===== src/rtl/wb_stage_pkg.sv =====
// rtl/wb_stage_pkg.sv - shared load-type encodings and register constants for wb_stage
package wb_stage_pkg;

  // Load kinds carried in in_ld_type; codes 101-111 behave as a word load
  localparam logic [2:0] LD_W  = 3'b000;
  localparam logic [2:0] LD_B  = 3'b001;
  localparam logic [2:0] LD_BU = 3'b010;
  localparam logic [2:0] LD_H  = 3'b011;
  localparam logic [2:0] LD_HU = 3'b100;

  // Hard-wired zero register; writes to it are never issued
  localparam logic [4:0] REG_ZERO = 5'd0;

endpackage


===== src/rtl/load_align.sv =====
// rtl/load_align.sv - combinational load extractor: lane select, extension, misalignment flag
module load_align
  import wb_stage_pkg::*;
(
  input  logic [31:0] i_mem_data,
  input  logic [2:0]  i_ld_type,
  input  logic [1:0]  i_byte_off,
  output logic [31:0] o_data,
  output logic        o_misal
);

  logic [7:0]  w_byte;
  logic [15:0] w_half;

  // Little-endian byte lane picked by the low address bits
  always_comb begin
    w_byte = i_mem_data[7:0];
    case (i_byte_off)
      2'd0: w_byte = i_mem_data[7:0];
      2'd1: w_byte = i_mem_data[15:8];
      2'd2: w_byte = i_mem_data[23:16];
      2'd3: w_byte = i_mem_data[31:24];
      default: w_byte = i_mem_data[7:0];
    endcase
  end

  assign w_half = i_byte_off[1] ? i_mem_data[31:16] : i_mem_data[15:0];

  // Extend the selected lane and flag accesses that straddle their natural alignment
  always_comb begin
    o_data  = i_mem_data;
    o_misal = 1'b0;
    case (i_ld_type)
      LD_B: begin
        o_data = {{24{w_byte[7]}}, w_byte};
      end
      LD_BU: begin
        o_data = {24'd0, w_byte};
      end
      LD_H: begin
        o_data  = {{16{w_half[15]}}, w_half};
        o_misal = i_byte_off[0];
      end
      LD_HU: begin
        o_data  = {16'd0, w_half};
        o_misal = i_byte_off[0];
      end
      default: begin
        o_data  = i_mem_data;
        o_misal = (i_byte_off != 2'd0);
      end
    endcase
  end

endmodule


===== src/rtl/wb_stage.sv =====
// rtl/wb_stage.sv - one-entry write-back stage with forwarding; optional macro WB_RETIRE_CNT_EN adds retire_cnt
module wb_stage
  import wb_stage_pkg::*;
#(
  parameter int DATA_W = 32
) (
  input  logic              clk,
  input  logic              rst,
  input  logic              in_valid,
  output logic              in_ready,
  input  logic              in_wen,
  input  logic [4:0]        in_waddr,
  input  logic              in_is_load,
  input  logic [DATA_W-1:0] in_alu_res,
  input  logic [DATA_W-1:0] in_mem_data,
  input  logic [2:0]        in_ld_type,
  input  logic [1:0]        in_byte_off,
  input  logic              hold,
  input  logic              flush,
  output logic              we,
  output logic [4:0]        wAddr,
  output logic [DATA_W-1:0] wData,
  output logic              fwd_valid,
  output logic [4:0]        fwd_addr,
  output logic [DATA_W-1:0] fwd_data,
  output logic              misalign
`ifdef WB_RETIRE_CNT_EN
  ,
  output logic [31:0]       retire_cnt
`endif
);

  logic              r_valid;
  logic              r_wen;
  logic              r_misal;
  logic [4:0]        r_waddr;
  logic [DATA_W-1:0] r_data;

  logic [DATA_W-1:0] w_ld_data;
  logic              w_ld_misal;
  logic [DATA_W-1:0] w_result;
  logic              w_misal_in;
  logic              w_accept;
  logic              w_retire;
  logic              w_wr_ok;

  load_align u_load_align (
    .i_mem_data (in_mem_data),
    .i_ld_type  (in_ld_type),
    .i_byte_off (in_byte_off),
    .o_data     (w_ld_data),
    .o_misal    (w_ld_misal)
  );

  // The result is resolved at capture so the held entry drives outputs directly
  assign w_result   = in_is_load ? w_ld_data : in_alu_res;
  assign w_misal_in = in_is_load && w_ld_misal;

  assign in_ready = !r_valid || !hold;
  assign w_accept = in_valid && in_ready;
  // A flushed entry never retires, so it produces neither a write nor a misalign pulse
  assign w_retire = r_valid && !hold && !flush;
  assign w_wr_ok  = r_wen && (r_waddr != REG_ZERO) && !r_misal;

  assign we        = w_retire && w_wr_ok;
  assign wAddr     = r_waddr;
  assign wData     = r_data;
  assign misalign  = w_retire && r_misal;
  assign fwd_valid = r_valid && w_wr_ok;
  assign fwd_addr  = r_waddr;
  assign fwd_data  = r_data;

  // Pipeline register: flush wins over capture, capture may coincide with retire
  always_ff @(posedge clk or posedge rst) begin
    if (rst) begin
      r_valid <= 1'b0;
      r_wen   <= 1'b0;
      r_misal <= 1'b0;
      r_waddr <= '0;
      r_data  <= '0;
    end else if (flush) begin
      r_valid <= 1'b0;
    end else if (w_accept) begin
      r_valid <= 1'b1;
      r_wen   <= in_wen;
      r_misal <= w_misal_in;
      r_waddr <= in_waddr;
      r_data  <= w_result;
    end else if (w_retire) begin
      r_valid <= 1'b0;
    end
  end

`ifdef WB_RETIRE_CNT_EN
  // Count every retire, misaligned ones included; wraps naturally
  always_ff @(posedge clk or posedge rst) begin
    if (rst) begin
      retire_cnt <= '0;
    end else if (w_retire) begin
      retire_cnt <= retire_cnt + 32'd1;
    end
  end
`endif

endmodule


===== config.mk =====
export PLATFORM = sky130hd
export DESIGN_NAME = wb_stage
export DESIGN_NICKNAME = d
export VERILOG_FILES = /design/src/rtl/wb_stage_pkg.sv /design/src/rtl/load_align.sv /design/src/rtl/wb_stage.sv
export SDC_FILE = /design/constraint.sdc
export NUM_CORES = 1
export LEC_CHECK = 0
export CAP_MARGIN = 15
export CELL_PAD_IN_SITES_DETAIL_PLACEMENT = 2
export CELL_PAD_IN_SITES_GLOBAL_PLACEMENT = 2
export CORE_MARGIN = 1.5
export CORE_UTILIZATION = 25
export CTS_BUF_LIST = sky130_fd_sc_hd__clkbuf_8
export CTS_CLUSTER_SIZE = 14
export DETAILED_ROUTE_END_ITERATION = 8
export GPL_ROUTABILITY_DRIVEN = 1
export PLACE_DENSITY = 0.88
export SYNTH_ARGS = -nofsm -noshare
export SYNTH_HDL_FRONTEND = slang
export SYNTH_HIERARCHICAL = 1
export SYNTH_SLANG_ARGS = --single-unit

===== constraint.sdc =====
create_clock -name clk -period 1.65 [get_ports clk]
set_input_delay 0.165 -clock clk [delete_from_list [all_inputs] [get_ports clk]]
set_output_delay 0.165 -clock clk [all_outputs]
set_load 0.005 [all_outputs]

==> metrics list <==
- The flow ran to the end, but the final reports show violations.
* Violations in the final reports: setup timing
* Clock input transition at the sequential cells of the worst setup and hold paths: 0.09 ns
- Weighted congestion at the end of routability-driven global placement: 0.8478
- After detailed routing, the average wire length per cell comes to 21.03 µm.
- The synthesized design contains 0 enable-type register cells.
- Synth top area cells: sky130_fd_sc_hd__dfrtp_1 31%, sky130_fd_sc_hd__mux2_4 17%, sky130_fd_sc_hd__mux2_2 11%, sky130_fd_sc_hd__buf_4 8.5%, sky130_fd_sc_hd__mux4_2 5.5%
* Vias per inst: 4.724
- Unrepaired setup endpoints after global routing: true
- Share of synthesized flip-flops with an asynchronous set or reset: 1.000
- For this run, the post-layout net count is 528.
- Combined flip-flop and latch cell area: 0.001001 mm²
* Power per unit of standard cell area: 805.2 mW/mm²
- The routed layout has 2,929 vias.
- From left edge to right edge, the die measures 117.5 µm.
* Kind of end point of the critical path: flip-flop
- Counting along the longest clock path gives a buffer depth of 2.
- For this run, the detailed router's first-pass iteration total came to 4.
- In this run the worst path has a maximum fanout of 7.
- The count of final hold-check violations is 0.
- Summing all multi-input logic gate instances after layout gives 0.001926 mm².
* LEAKAGE: 2.453 nW
- Most common cell in the synthesized netlist: sky130_fd_sc_hd__dfrtp_1
* Slew at the pin closest to its max-slew limit: 0.6728 ns
- Row generation in the floorplan step produced 41 rows.
- Number of distinct standard cells referenced by the synthesized netlist: 39
* Clock Skew: 0.01074 ns
- Worst-path cell with the longest stage delay: sky130_fd_sc_hd__mux4_2
* Mean cell area of the mapped netlist: 11.62 µm²
* Worst path required time: 1.84 ns
- Antenna violations before repair: 0
- Minimum clock period after layout: 1.846 ns
- VDD sags by at most 0.3546 mV.
- The tightest min-delay check is of the input port to async pin type.
* CTS tree: yes
- The core region is 0.01272 mm².
- Pin count of the biggest net entering global routing: 41
- Relative to the synthesized area, the layout overhead comes to 63.80%.
- Fraction of the mapped netlist area in simple logic gates: 0.07369
- Of the post-synthesis cell area, the part taken by muxes is 0.3501.
- Worst Path Arrival: 2.04 ns
* Buffering stage count on the worst path with inverters included: 1
* Total routed wirelength: 13,040 µm
* Final setup violating endpoints: 18
* CTS root buf: sky130_fd_sc_hd__clkbuf_8
- In this run the cell area of the synthesized design comes to 0.003277 mm².
- Most common library cells after synthesis: 40 x sky130_fd_sc_hd__dfrtp_1, 38 x sky130_fd_sc_hd__mux2_4, 37 x sky130_fd_sc_hd__buf_4
- Largest area contributor in the netlist: sky130_fd_sc_hd__dfrtp_1
* Most frequent CP cell: sky130_fd_sc_hd__mux2_4
- Cells after Synth: 282
* Number of buffers inserted for hold repair after clock tree synthesis: 0
- Detailed placement finished with a half-perimeter wire length of 10,310 µm.
* Largest family of logic cells by synthesized area: multiplexers
- Clock tree synthesis inserted a total of 5 buffers.
* CTS H-tree lvls: 2
* I/O pins: 159
- Vias in the first global route: 3,382
* Worst slack on hold paths: 0.2054 ns
- Total number of yosys warnings: 6
* Highest clock frequency the design can meet: 541.6 MHz
- Clock latency on the worst-skew pair, taken at its later pin, is 0.31 ns.
* Number of antenna-violating nets in the routed design: 0
- After detailed routing, the number of remaining DRC violations is 0.
* Biggest cell delay along the critical path: 0.52 ns
- Traced cell by cell, the critical path runs through buf_8 > mux4_2 > and3b_2 > o21bai_1 > a221o_1 > mux2_4 > mux2_4.
- Of the total synthesized cell area, the portion taken by XOR and XNOR cells is 0.005346.
- Total of flip-flops plus latches after synthesis: 40
- From bottom edge to top edge, the die measures 117.5 µm.
- Adder-cell area share of the yosys netlist: 0
* Number of slew-limit violations in the final report: 0
* Overall track demand over capacity in global routing: 0.1873
* Final worst-path setup slack: -0.1963 ns
- Total congestion overflow: 0
- Compound-cell area share of the yosys netlist: 0.1283
- The first global-routing pass estimated 19,920 µm of wire.
- Across the run, the number of max-cap violations was 0.
- The number of nets handed over by synthesis was 363.
- Top Family by Delay on Critical Path: multiplexers
* Critical setup path kind: input port to flip-flop
- The worst setup path is launched from an input port.
- Main flop type after synthesis: sky130_fd_sc_hd__dfrtp_1
- Power Total: 4.322 mW
- Buffers placed on the I/O ports in this run total 158.
- Final Cycle Share: 1.119
* Number of fillers in the final layout: 1,343
- Share of the yosys chip area belonging to registers: 0.3055
- Antenna diode count: 0
- Initial Util: 0.2576
- The die covers 0.01380 mm².
* Fraction of final layout cells sized beyond drive strength 1: 0.3951
- For this design, the sink count on the clock tree is 40.
* Top-area cell type share of the netlist area: 0.3055
- In this run the tightest slew margin relative to its limit is 0.5507.
* Number of DRC violations after detailed-routing iteration 0: 113
layout make-up:
cell class,instances,area share
inverters,2,0.001399
flip-flops and latches,40,0.1865
repair buffers,217,0.3907
clock inverters,2,0.007226
well taps,172,0.04009
multi-input cells,181,0.3587
clock buffers,6,0.01538
layout by cell type (no fill, tap or decap), types with 4 or more instances in the layout:
| cell | count |
|---|---|
| sky130_fd_sc_hd__a21o_1 | 16 |
| sky130_fd_sc_hd__a221o_1 | 6 |
| sky130_fd_sc_hd__a22oi_1 | 4 |
| sky130_fd_sc_hd__a22oi_2 | 4 |
| sky130_fd_sc_hd__a32oi_1 | 7 |
| sky130_fd_sc_hd__buf_12 | 5 |
| sky130_fd_sc_hd__buf_2 | 4 |
| sky130_fd_sc_hd__buf_4 | 49 |
| sky130_fd_sc_hd__buf_6 | 8 |
| sky130_fd_sc_hd__clkbuf_8 | 6 |
| sky130_fd_sc_hd__clkdlybuf4s50_1 | 141 |
| sky130_fd_sc_hd__dfrtp_1 | 40 |
| sky130_fd_sc_hd__mux2_2 | 27 |
| sky130_fd_sc_hd__mux2_4 | 43 |
| sky130_fd_sc_hd__mux4_2 | 9 |
| sky130_fd_sc_hd__nand2_1 | 21 |
| sky130_fd_sc_hd__nor2_1 | 4 |
| sky130_fd_sc_hd__o21bai_1 | 6 |
per-layer routing:
metal	GRT usage	routed length, µm
met5	0	0
met4	0.06021	240
met3	0.03537	545
met2	0.3533	7192
met1	0.2114	5061
report_power, final:
part,switching [mW],internal [mW]
clock network,0.395,0.495
registers,0.176,1.19
logic,0.663,1.41
state kept, by name (all words and copies together), names as in the netlist:
name and flops:
r_wen 1, fwd_data 32, r_valid 1, r_misal 1
fwd_addr 5
cells by family (layout without fill, tap and decap cells):
logic type	after synthesis	in the layout
buffers and inverters	61	227
AND/OR/NAND/NOR	46	46
flip-flops	40	40
AO/OA/AOI/OAI	53	53
multiplexers	80	80
XOR/XNOR	2	2
final timing paths:
kind / from / end / slack (ns) / cells past startpoint
worst max-delay path: in_byte_off[1] / fwd_data[10]$_DFFE_PP0P_ / -0.20 / 7
worst min-delay path: rst / fwd_data[29]$_DFFE_PP0P_ / 0.21 / 3
worst max register to register: r_valid$_DFFE_PP0P_ / fwd_data[10]$_DFFE_PP0P_ / 0.35 / 4
worst min register to register: fwd_data[0]$_DFFE_PP0P_ / fwd_data[0]$_DFFE_PP0P_ / 0.55 / 1
max in group asynchronous: rst / fwd_data[17]$_DFFE_PP0P_ / 1.23 / 3
min in group clk: in_is_load / r_misal$_DFFE_PP0P_ / 0.40 / 4
through the flow:
stage / util / setup slack (ns) / TNS (ns) / cell area [µm²] / instances
detailed placement: 0.3990 / -1.055 / -31.86 / 5076 / 604
global route: 0.4219 / -0.2372 / -3.188 / 5368 / 620
floorplan: - / -0.3961 / -7.764 / 3309 / 282
global placement: 0.3981 / -0.9654 / -29.71 / 5065 / 603
finish: 0.4219 / -0.1963 / -1.795 / 5368 / 620
CTS: 0.4155 / -0.1757 / -2.899 / 5286 / 617
what timing repair did:
item,CTS,global route
resized for setup,62,18
pin swaps,13,2
setup buffers,4,3
gates cloned,1,0
endpoints found under the setup margin,34,34
endpoints found under the hold margin,0,0
tightest hold or removal path, cell delays in order:
cell and delay (ns):
sky130_fd_sc_hd__clkdlybuf4s50_1 0.41, sky130_fd_sc_hd__inv_2 0.07, sky130_fd_sc_hd__buf_12 0.23
Power figures use the tool's default switching activity.
